--- src/rtl/burst_packer_r8.sv ---
// Packs words from a multi-read FIFO into bursts of up to 8 words with a one-cycle load latency.
// Optional: define BURST_PACKER_FLUSH_EN to flush a partial burst after TIMEOUT idle cycles.
module burst_packer_r8 #(
   parameter int WIDTH   = 32,
   parameter int BURST   = 8,
   parameter int TIMEOUT = 16
) (
   input  logic               clk,
   input  logic               rst_n,
   input  logic               softreset,
   input  logic [15:0]        count,
   input  logic [WIDTH*8-1:0] fifo_dout,
   output logic [3:0]         reads,
   output logic               out_valid,
   input  logic               out_ready,
   output logic [WIDTH*8-1:0] out_data,
   output logic [3:0]         out_len,
   output logic [15:0]        bursts
);

   localparam logic [0:0]  STATE_EMPTY = 1'b0;
   localparam logic [0:0]  STATE_HOLD  = 1'b1;
   localparam logic [15:0] BURST_W     = 16'(BURST);
   localparam logic [3:0]  BURST_R     = 4'(BURST);

   if (BURST < 1 || BURST > 8 || TIMEOUT < 1 || TIMEOUT > 255) begin : g_param_check
      $error("burst_packer_r8: BURST must be 1..8 and TIMEOUT 1..255");
   end

   logic [0:0]         state_r;
   logic [WIDTH*8-1:0] data_r;
   logic [3:0]         len_r;
   logic [15:0]        bursts_r;
   logic               load_ok_s;
   logic               full_s;
   logic               flush_s;
   logic               load_s;
   logic [3:0]         reads_s;
   logic [WIDTH*8-1:0] load_data_s;

   assign load_ok_s = (state_r == STATE_EMPTY) || out_ready;
   assign full_s    = load_ok_s && (count >= BURST_W);

`ifdef BURST_PACKER_FLUSH_EN
   localparam logic [7:0] TIMEOUT_W = 8'(TIMEOUT);
   logic       partial_s;
   logic [7:0] timer_r;

   assign partial_s = (count != 16'd0) && (count < BURST_W);
   assign flush_s   = load_ok_s && partial_s && (timer_r == TIMEOUT_W);

   // Idle timer: runs only while a partial burst waits; a stalled HOLD keeps it saturated.
   always_ff @(posedge clk or negedge rst_n) begin
      if (!rst_n) begin
         timer_r <= 8'd0;
      end else if (softreset || load_s || !partial_s) begin
         timer_r <= 8'd0;
      end else if (timer_r != TIMEOUT_W) begin
         timer_r <= timer_r + 8'd1;
      end else begin
         timer_r <= timer_r;
      end
   end
`else
   assign flush_s = 1'b0;
`endif

   // Pop request toward the FIFO; suppressed during either reset.
   always_comb begin
      reads_s = 4'd0;
      if (!rst_n || softreset) begin
         reads_s = 4'd0;
      end else if (full_s) begin
         reads_s = BURST_R;
      end else if (flush_s) begin
         reads_s = count[3:0];
      end else begin
         reads_s = 4'd0;
      end
   end

   assign load_s = (reads_s != 4'd0);

   // Burst image: words beyond the popped count are forced to zero.
   always_comb begin
      load_data_s = {(WIDTH*8){1'b0}};
      for (int k = 0; k < 8; k++) begin
         if (4'(k) < reads_s) begin
            load_data_s[WIDTH*k +: WIDTH] = fifo_dout[WIDTH*k +: WIDTH];
         end else begin
            load_data_s[WIDTH*k +: WIDTH] = {WIDTH{1'b0}};
         end
      end
   end

   // Burst register, hand-off state and accepted-burst counter.
   always_ff @(posedge clk or negedge rst_n) begin
      if (!rst_n) begin
         state_r  <= STATE_EMPTY;
         data_r   <= {(WIDTH*8){1'b0}};
         len_r    <= 4'd0;
         bursts_r <= 16'd0;
      end else if (softreset) begin
         state_r  <= STATE_EMPTY;
         data_r   <= {(WIDTH*8){1'b0}};
         len_r    <= 4'd0;
         bursts_r <= 16'd0;
      end else begin
         if ((state_r == STATE_HOLD) && out_ready) begin
            bursts_r <= bursts_r + 16'd1;
         end else begin
            bursts_r <= bursts_r;
         end
         if (load_s) begin
            state_r <= STATE_HOLD;
            data_r  <= load_data_s;
            len_r   <= reads_s;
         end else if (out_ready) begin
            state_r <= STATE_EMPTY;
            data_r  <= data_r;
            len_r   <= len_r;
         end else begin
            state_r <= state_r;
            data_r  <= data_r;
            len_r   <= len_r;
         end
      end
   end

   assign reads     = reads_s;
   assign out_valid = (state_r == STATE_HOLD);
   assign out_data  = data_r;
   assign out_len   = len_r;
   assign bursts    = bursts_r;

endmodule

--- config.mk ---
export PLATFORM = sky130hd
export DESIGN_NAME = burst_packer_r8
export DESIGN_NICKNAME = d
export VERILOG_FILES = /design/src/rtl/burst_packer_r8.sv
export SDC_FILE = /design/constraint.sdc
export NUM_CORES = 1
export LEC_CHECK = 0
export ABC_AREA = 1
export CAP_MARGIN = 20
export CORE_AREA = 2 2 217 219
export CTS_CLUSTER_DIAMETER = 80
export DETAILED_ROUTE_END_ITERATION = 12
export DIE_AREA = 0 0 219 221
export GPL_TIMING_DRIVEN = 0
export MAX_ROUTING_LAYER = met4
export SLEW_MARGIN = 20
export SYNTH_ARGS = -nofsm -noshare
export SYNTH_HDL_FRONTEND = slang
export SYNTH_SLANG_ARGS = --single-unit
--- constraint.sdc ---
create_clock -name clk -period 2.9 [get_ports clk]
set_clock_uncertainty 0.15 [all_clocks]
set_input_delay 0.29 -clock clk [delete_from_list [all_inputs] [get_ports clk]]
set_output_delay 0.29 -clock clk [all_outputs]
set_load 0.01 [all_outputs]
==> impl_metrics.csv <==
group,metric,value,unit
run_status,outcome,"finished clean",
clocking,clock_latency,0.52,ns
routing,ant_nets,0,
setup_path,critical-path-max-stage-delay,0.52,ns
setup_path,arrival,2.23,ns
synth,yosysUniqueCellTypes,22,
layout,nFillCells,4635,
sta,fin_crit_sh,92.1,%
clocking,clockRootBuffer,"clkbuf_16",
sta,hold_viol_final,0,
routing,wl_per_cell,17.3,um
clocking,numCtsBuffers,36,
clocking,tritoncts,"built",
pwr,peakVddDrop,0.356,mV
synth,yosysTopAreaCellShare,61.5,%
min_path,min-delay-start,"fifo_dout[219]",
global_route,grt_max_degree,82,
pwr,p_per_area,555,mW/mm^2
layout,area_delta_synth_final,68.9,%
setup_path,cp_max_fo,14,
routing,drc,0,
setup_path,ff2ff_path_depth,8,
synth,synthesis.area,0.0112,sq mm
synth,synth_enable_flop_cells,0,
pwr,p_leak,9.10,nW
floorplanning,core-area,0.0461,sq mm
layout,layout-drive-gt1-share,6.61,%
layout,fin_util,40.9,%
setup_path,endpoint_kind,"primary output",
setup_path,critPathSlowestCell,"clkdlybuf4s50_1",
place,routabilityCongestion,0.874,
sta,hold_ws,0.146,ns
synth,yosys_warnings,0,
routing,dr.pass1.iters,4,
synth,async_reset_ff_share,100,%
clocking,htreeDepth,2,
floorplanning,pin_count,557,
synth,yosys.cell_count.top_type,"nand2_1",
synth,yosysTopAreaCell,"dfrtp_1",
sta,finalCriticalPeriod,2.67,ns
setup_path,required,2.46,ns
min_path,holdPathStages,3,
sta,grt_setup_unrepaired,"no",
global_route,track_usage,18.3,%
floorplanning,dieArea,0.0484,sq mm
clocking,clock-sinks,274,
routing,drt_iter0_drc,630,
setup_path,path_cells,"inv_1, nor2_1, nor2_1, nand2_4, inv_4, buf_4, clkdlybuf4s50_1",
setup_path,timing.rr.start,"out_valid",
sta,slew_viol_final,0,
setup_path,r2r_end,"out_data[186]",
clocking,cts_buffer_depth,3,
place,dpl.hpwl,32.3,mm
floorplanning,start_util,24.2,%
floorplanning,die_h,221,um
global_route,overflow,0,
setup_path,critical_path_class,"reg2out",
synth,synth_ff_type,"dfrtp_1",
routing,wl,43.2,mm
global_route,grt_pass1_wl,66.4,mm
routing,vias,11000,
sta,slew_headroom,37.9,%
min_path,holdPathEnd,"out_data[219]",
min_path,hold_path.class,"in2reg",
synth,syn_avg_cell_area,8.77,sq um
layout,fin_nets,2148,
sta,maxClockFrequency,0.375,GHz
global_route,antenna_found_initial,1,
setup_path,startpoint_type,"register",
sta,tightestPinTransition,0.931,ns
clocking,clk_pin_slew,0.06,ns
place,place_area,0.0175,sq mm
global_route,grt_pass1_vias,11500,
synth,synthTopCellsByCount,"nand2_1, dfrtp_1, nand3_1",
floorplanning,core.rowCount,79,
place,numPortBuffers,547,
synth,ys_seq_elements,274,
synth,synth-seq-area-share,61.5,%
layout,fin_area,0.0188,sq mm
run,cap_violations,0,
setup_path,ff2ff_setup_slack,0.71,ns
clocking,postCtsSetupRepairBufs,0,
sta,finalSetupViolCount,0,
routing,via_per_inst,4.39,
setup_path,crit_top_cell,"nor2_1",
synth,synthCells,1271,
floorplanning,chipWidth,219,um
synth,ys_top_cells_by_area,"dfrtp_1, nand2_1, nand3_1",
## timing repair
item                       CTS  global route
cloned                       1             0
hold buffers                 7             0
gates resized for setup      2             2
hold endpoints to repair   193             0
setup endpoints to repair    1             1
## cell families after synthesis
family,after synthesis,share of synthesized area [%]
AND/OR/NAND/NOR,870,32.5
flip-flops,274,61.5
adder cells (fa/ha/maj),1,0.112
AO/OA/AOI/OAI,11,0.505
buffers and inverters,114,5.36
other,1,0.0336
## power by group
part	leakage [nW]	switching, W	internal [W]	total (W)
sequential	3.65	0.000151	0.00409	0.00424
combinational	4.88	0.000806	0.000974	0.00178
clock	0.576	0.00169	0.00275	0.00444
## worst max-delay path: cells and delay by family, from the launching register on
kind          cells  cell delay [ns]
flops             1             0.41
simple gates      3             0.38
buf+inv           4             0.90
## per-stage QoR
| stage | worst slack (ns) | TNS [ns] | instances | power, W |
|---|---|---|---|---|
| after floorplan | 1.32 | 0 | 1276 | 0.00484 |
| after global placement | -11.13 | -5507.26 | 2430 | 0.00605 |
| after detailed placement | -0.319 | -2.55 | 2433 | 0.00607 |
| after CTS | 0.0373 | 0 | 2499 | 0.0106 |
| after global routing | 0.0763 | 0 | 2500 | 0.0109 |
| final | 0.230 | 0 | 2500 | 0.0105 |
## layout make-up
class,instances,area [sq um],area share [%]
Tap cell,607,759,4.03
Timing Repair Buffer,558,5730,30.4
Antenna cell,1,2.50,0.0133
Multi-Input combinational cell,888,3720,19.8
Clock buffer,50,1030,5.49
Inverter,21,81.3,0.432
Clock inverter,9,130,0.691
Sequential cell,274,6860,36.4
Buffer,92,514,2.73
## layer usage
metal / share of wire, % / GRT usage, % / vias up
li1: - / - / 5258
met1: 39 / 20.5 / 5206
met2: 49 / 30.9 / 428
met3: 8.8 / 5.73 / 73
met4: 2.8 / 5.67 / 0
met5: 0 / - / -
## worst max path at each step
stage                          from          to  slack (ns)  cells past startpoint
after global placement        rst_n  out_len[3]      -11.13                      1
after floorplan           count[10]    reads[3]        1.32                      7
after CTS                 out_valid    reads[3]        0.04                      7
after global routing      out_valid    reads[3]        0.08                      7
final                     out_valid    reads[3]        0.23                      7
after detailed placement      rst_n    reads[3]       -0.32                      9
## state kept, by name (all words and copies together), names as in the netlist
register	flops
out_len	1
bursts	16
out_data	256
out_valid	1
## layout by cell type, fill, tap and decap left out, types with 3 or more instances in the layout
master,synthesis,final
clkbuf_16,0,37
nand4_1,4,4
bufinv_16,0,3
buf_4,22,22
dlygate4sd3_1,0,3
clkdlybuf4s50_1,0,546
clkbuf_8,0,6
buf_16,0,6
o21ai_0,5,5
nor2_1,36,36
conb_1,1,6
nand2_1,557,557
a21oi_1,5,5
buf_6,6,6
buf_2,34,33
clkinv_2,0,4
dfrtp_1,274,274
clkbuf_1,31,38
inv_1,18,18
nand3_1,267,267
Power figures use the tool's default switching activity.
